<file path="config.mk">
export PLATFORM = sky130hd
export DESIGN_NAME = craft_rc_gen
export DESIGN_NICKNAME = d
export VERILOG_FILES = /design/src/rtl/craft_rc_gen.sv
export SDC_FILE = /design/constraint.sdc
export NUM_CORES = 1
export LEC_CHECK = 0
export CORE_AREA = 8 8 45 47
export CTS_CLUSTER_SIZE = 20
export DETAILED_ROUTE_END_ITERATION = 12
export DIE_AREA = 0 0 53 55
export SLEW_MARGIN = 20
export SYNTH_ARGS = -nofsm -noshare
export SYNTH_HDL_FRONTEND = slang
export SYNTH_SLANG_ARGS = --single-unit
</file>
<file path="constraint.sdc">
create_clock -name clk -period 3.4 [get_ports clk]
set_clock_uncertainty 0.2 [all_clocks]
set_input_delay 0.85 -clock clk [delete_from_list [all_inputs] [get_ports clk]]
set_output_delay 0.85 -clock clk [all_outputs]
set_load 0.01 [all_outputs]
</file>
<file path="src/rtl/craft_rc_gen.sv">
// craft_rc_gen: round-constant generator for the CRAFT block cipher.
// Two free-running LFSRs (4-bit "a", 3-bit "b") plus a round counter.
// The output rc = {a, 1'b0, b} is taken straight from the registers.
// After NUM_ROUNDS constants the generator reloads its seeds so every
// block starts from 8'h11.
// Optional feature macro: CRAFT_RC_STALL_EN adds an "en" input that
// gates all state updates. Reset always takes precedence over en.
module craft_rc_gen #(
  parameter int NUM_ROUNDS = 32
) (
  input  logic       clk,
  input  logic       rst,
`ifdef CRAFT_RC_STALL_EN
  input  logic       en,
`endif
  output logic [7:0] rc
);

  localparam int CW = (NUM_ROUNDS > 1) ? $clog2(NUM_ROUNDS) : 1;
  localparam logic [CW-1:0] LAST_CNT = CW'(NUM_ROUNDS - 1);

  localparam logic [3:0] A_SEED = 4'b0001;
  localparam logic [2:0] B_SEED = 3'b001;

  logic [3:0]    a;
  logic [2:0]    b;
  logic [CW-1:0] cnt;

  logic [3:0]    a_next;
  logic [2:0]    b_next;
  logic [CW-1:0] cnt_next;
  logic          adv;
  logic          wrap;

`ifdef CRAFT_RC_STALL_EN
  assign adv = en;
`else
  assign adv = 1'b1;
`endif

  assign wrap = (cnt == LAST_CNT);

  // Next-state: advance both LFSRs, or reload seeds at the end of a block.
  // Both seeds are nonzero, so the all-zero lock-up state is unreachable.
  always_comb begin
    a_next   = {a[0] ^ a[1], a[3:1]};
    b_next   = {b[0] ^ b[1], b[2:1]};
    cnt_next = cnt + 1'b1;
    if (wrap) begin
      a_next   = A_SEED;
      b_next   = B_SEED;
      cnt_next = '0;
    end
  end

  // State registers: async reload on reset, otherwise update when advancing.
  always_ff @(posedge clk or negedge rst) begin
    if (!rst) begin
      a   <= A_SEED;
      b   <= B_SEED;
      cnt <= '0;
    end else if (adv) begin
      a   <= a_next;
      b   <= b_next;
      cnt <= cnt_next;
    end
  end

  // Output: bit 3 is a fixed zero between the two LFSR fields.
  always_comb begin
    rc = {a, 1'b0, b};
  end

endmodule

</file>
==> impl_metrics.yaml, run 1 <==
run_status:
  status: "finished clean"
timing:
  relSlewSlack_pct: 65.69
  max_freq_mhz: 418.7
  worstMarginPinSlew_ns: 0.5131
  period_minus_slack_ns: 2.388
  final_hold_viol_count: 0
  fin_setup_tns_ns: 0
  rsz0062_at_grt: "false"
  drv_slew: 0
  finalSetupViolCount: 0
  finalCritPeriodShare_pct: 70.24
floorplanning:
  fp.dieArea_sq_um: 2915
  dieHeight_microns: 55
  fp.dieW_microns: 53
  io_pins: 10
  initial_core_util_pct: 33.73
  core_sq_um: 1384
  row_count: 14
yosys:
  seq_area_frac_synth_pct: 64.88
  yosys.cell_types.count: 12
  synthCells: 34
  syn_avg_cell_area_sq_um: 13.73
  synth_warnings: 0
  synth_top_area_share_pct: 53.62
  yosys-top-cells-area: "dfrtp_1 (54%), dfstp_2 (11%), ha_1 (8.0%)"
  netlist_area_sq_um: 466.7
  syn_nets: 39
  ys_ff_latch: 12
  yosysTopAreaCell: "dfrtp_1"
drt:
  ant_nets: 0
  num_vias: 279
  drt-initial-drc-count: 4
  routedWlPerCell_microns: 13.72
  vias_per_cell: 4.650
  routed_wl_microns: 823
  drc: 0
  dr.pass1.iters: 2
finish:
  final_cell_mix: "dfrtp_1 (10), clkdlybuf4s50_1 (8), nor2_1 (5), nor2b_1 (4)"
  layout_commonest_cell: "dfrtp_1"
  drive_above_1_share_pct: 22.73
  fillers: 132
  final_nets: 51
  diodes: 0
  areaGrowthSynthToFinish_pct: 24.66
critical_path:
  critPathMaxStageDelay_ns: 0.54
  cp.buffers_inverters: 1
  path_class: "register to primary output"
  required_ns: 2.35
  end_kind: "primary output"
  crit_family: "flip-flops"
  start_kind: "register"
  critPathMaxFanout: 2
  rr_startpoint: "cnt[0]$_DFF_PN0_"
  crit_chain: "clkdlybuf4s50_1"
  cp-startpoint: "a[0]$_DFF_PN1_"
  crit_path_top_delay_cell: "dfstp_2"
  worstPathArrival_ns: 1.34
cts:
  clock_sinks: 12
  cts_buffers: 3
  clockBufferDepth: 2
  htree_num_levels: 1
  cts_root_buf: "clkbuf_4"
  clk_latency_ns: 0.26
  ctsHoldBuffers: 0
  cts_tree: "built"
  clkSlewWorstSetupHoldPaths_ns: 0.06
  post_cts_buffers: 0
  cts-resized-gates: 0
place:
  finalWeightedCongestion: 0.7058
  port_buffers: 8
  hpwl_microns: 640.8
global_routing:
  antenna_found_initial: 0
  grt.overflow.total: 0
  grt_pass1_vias: 281
  grt_pass1_wl_mm: 1.221
  grt_usage_pct: 6.081
  grt_max_degree: 13
power:
  power.density_nw_per_um2: 391.5
  vdd_drop_max_v: 0.0001847
  finalPower_mw: 0.2278
  leakage_nw: 0.2661
min_path:
  hold_start: "cnt[0]$_DFF_PN0_"
  hp-class: "register to register"
flow_run:
  maxCapViolCount: 0
## routing by layer
layer	part of all wire (%)	vias to the layer above	global-route usage, %
li1	-	127	-
met1	42	137	5.808
met2	44	11	9.375
met3	11	4	2.674
met4	2.8	0	6.466
met5	0	-	0
## sequential cells by signal, indices dropped and copies added (netlist names)
name and count:
a 4, cnt 5, b 3
## cell usage after synthesis, drive strengths merged
cell type,instances
or2,2
nor2b,4
ha,3
dfrtp,10
mux2,1
buf,1
dfstp,2
nand3,1
and3,1
conb,1
nor2,5
xnor2,3
## power breakdown
part	leakage [nW]	internal (mW)	switching, mW
logic	0.110	0.00101	0.00307
clock network	0.0138	0.0409	0.0400
registers	0.142	0.143	0
total	0.266	0.185	0.0430
## cells by family (layout without fill, tap and decap cells)
logic type	count (synthesis)	after routing	synth area share, %
AND/OR/NAND/NOR	13	13	15.82
adder cells (fa/ha/maj)	3	3	8.044
other	1	1	0.8035
flip-flops	12	12	64.88
multiplexers	1	1	3.216
buffers and inverters	1	11	1.609
XOR/XNOR	3	3	5.631
## final timing paths
path / end / slack (ns) / cells after the start
setup / recovery: rc[4] / 1.01 / 1
hold / removal: cnt[0]$_DFF_PN0_ / 0.30 / 1
setup reg to reg: cnt[3]$_DFF_PN0_ / 1.70 / 5
hold reg to reg: cnt[0]$_DFF_PN0_ / 0.30 / 1
max in group asynchronous: a[0]$_DFF_PN1_ / 1.91 / 1
min in group asynchronous: b[2]$_DFF_PN0_ / 0.73 / 1
## through the flow
stage / cell area, sq um / utilization, % / hold WS, ns / cells / setup WS (ns)
5_1_grt: 581.8 / 42.04 / 0.3074 / 60 / 0.9672
3_5_place_dp: 559.3 / 40.42 / 0.2832 / 57 / 1.286
2_1_floorplan: 466.7 / - / 0.2417 / 34 / 1.790
6_report: 581.8 / 42.04 / 0.2998 / 60 / 1.012
3_3_place_gp: 559.3 / 40.42 / 0.2571 / 57 / 1.301
4_1_cts: 581.8 / 42.04 / 0.2914 / 60 / 0.9935
## cell type report
class,instances,area [sq um],area share (%)
sequential,12,302.8,52.04
multi-input combinational,21,156.4,26.88
timing repair buffer,8,80.08,13.76
clock buffer,3,22.52,3.871
tap,16,20.02,3.441
No activity file was read; power rests on OpenSTA's default activity.
==> run 2: changes to the inputs <==
==> constraint.sdc (replaced) <==
create_clock -name clk -period 2.1 [get_ports clk]
set_clock_uncertainty 0.2 [all_clocks]
set_input_delay 0.525 -clock clk [delete_from_list [all_inputs] [get_ports clk]]
set_output_delay 0.525 -clock clk [all_outputs]
set_load 0.01 [all_outputs]
==> impl_metrics.yaml, run 2 (synthesized netlist as in run 1, its figures left out) <==
critical_path:
  crit_chain: "clkdlybuf4s50_1"
  cp-startpoint: "b[0]$_DFF_PN1_"
  ff2ff_path_depth: 5
  critPathMaxFanout: 2
  rrSetupSlack_ns: 0.40
  crit_family: "flip-flops"
  end_kind: "primary output"
  path_class: "register to primary output"
  rr_startpoint: "cnt[0]$_DFF_PN0_"
  required_ns: 1.37
  worstPathArrival_ns: 1.33
  critPathMaxStageDelay_ns: 0.54
  reg2reg_to: "cnt[3]$_DFF_PN0_"
  start_kind: "register"
  cp.buffers_inverters: 1
  crit_path_top_delay_cell: "dfstp_2"
floorplanning:
  initial_core_util_pct: 33.73
  fp.dieW_microns: 53
  dieHeight_microns: 55
  row_count: 14
  fp.dieArea_sq_um: 2915
  io_pins: 10
  core_sq_um: 1384
finish:
  stdcell_count: 60
  largest_reg_flops: 5
  largest_registers: "cnt x5, a x4, b x3"
  layout_commonest_cell: "dfrtp_1"
  regMostFlops: "cnt"
  diodes: 0
  final_cell_mix: "dfrtp_1 (10), clkdlybuf4s50_1 (7), nor2_1 (5), nor2b_1 (4)"
  final_nets: 51
  areaGrowthSynthToFinish_pct: 25.20
  drive_above_1_share_pct: 22.73
drt:
  routed_wl_microns: 826
  ant_nets: 0
  drt-initial-drc-count: 4
  drc: 0
  dr.pass1.iters: 2
  routedWlPerCell_microns: 13.77
  vias_per_cell: 4.650
  num_vias: 279
flow_run:
  maxCapViolCount: 0
cts:
  cts_tree: "built"
  cts_buffers: 3
  clk_latency_ns: 0.26
  clockBufferDepth: 2
  htree_num_levels: 1
  cts_root_buf: "clkbuf_4"
  clock_sinks: 12
  clkSlewWorstSetupHoldPaths_ns: 0.06
  post_cts_buffers: 0
  ctsHoldBuffers: 0
  cts-resized-gates: 0
timing:
  finalSetupViolCount: 0
  period_minus_slack_ns: 2.057
  relSlewSlack_pct: 65.69
  rsz0062_at_grt: "false"
  drv_slew: 0
  fin_setup_tns_ns: 0
  worstMarginPinSlew_ns: 0.5131
  final_hold_viol_count: 0
  finalCritPeriodShare_pct: 97.96
  postLayoutSetupSlackWorst_ns: 0.04289
  max_freq_mhz: 486.1
min_path:
  worstHoldPathCells: 1
  hp-class: "register to register"
  hold_start: "cnt[0]$_DFF_PN0_"
  hold-path-endpoint: "cnt[0]$_DFF_PN0_"
global_routing:
  antenna_found_initial: 0
  grt_pass1_wl_mm: 1.221
  grt_max_degree: 13
  grt.overflow.total: 0
  grt_usage_pct: 6.081
  grt_pass1_vias: 281
power:
  power.density_nw_per_um2: 631.2
  finalPower_mw: 0.3688
  vdd_drop_max_v: 0.0002991
  leakage_nw: 0.2848
place:
  pre_cts_slack_ns: 0.3108
  port_buffers: 8
  hpwl_microns: 640.8
  finalWeightedCongestion: 0.7058
  dp.cells: 57
run_status:
  status: "finished clean"
run 2: cell count changes in the layout (fill, tap and decap cells not counted), sizes merged:
cell / before / now
clkdlybuf4s50: 8 / 7
dlymetal6s2s: 0 / 1
run 2: final cells by class:
| class | instances | area (sq um) |
|---|---|---|
| clock buffers | 3 | 22.52 |
| fillers | 131 | 799.5 |
| multi-input cells | 21 | 156.4 |
| flip-flops and latches | 12 | 302.8 |
| well taps | 16 | 20.02 |
| repair buffers | 8 | 82.58 |
run 2: metal layers:
layer | wire (microns) | global-route usage, % | part of all wire, % | vias to the layer above
li1 | - | - | - | 127
met5 | 0 | 0 | 0 | -
met4 | 23 | 6.466 | 2.8 | 0
met1 | 337 | 5.808 | 41 | 137
met3 | 101 | 2.674 | 12 | 4
met2 | 364 | 9.375 | 44 | 11
run 2: worst max-delay path by stage:
stage,end,slack [ns],depth (start not counted)
2_1_floorplan,a[0]$_DFF_PN1_,0.49,4
3_3_place_gp,rc[4],0.33,1
3_5_place_dp,rc[4],0.31,1
4_1_cts,rc[4],0.02,1
5_1_grt,rc[0],0.01,1
6_report,rc[0],0.04,1
run 2: stage by stage:
stage / hold slack [ns] / instance area [sq um] / util [%]
final: 0.2998 / 584.3 / 42.22
after CTS: 0.2914 / 581.8 / 42.04
after floorplan: 0.02941 / 466.7 / -
after global placement: 0.2571 / 559.3 / 40.42
after global routing: 0.3074 / 584.3 / 42.22
after detailed placement: 0.2832 / 559.3 / 40.42
run 2: power by group:
part,total [mW],internal (mW),switching [mW]
Clock,0.131,0.0662,0.0647
Sequential,0.231,0.231,0
Combinational,0.00660,0.00163,0.00497
Total,0.369,0.299,0.0697
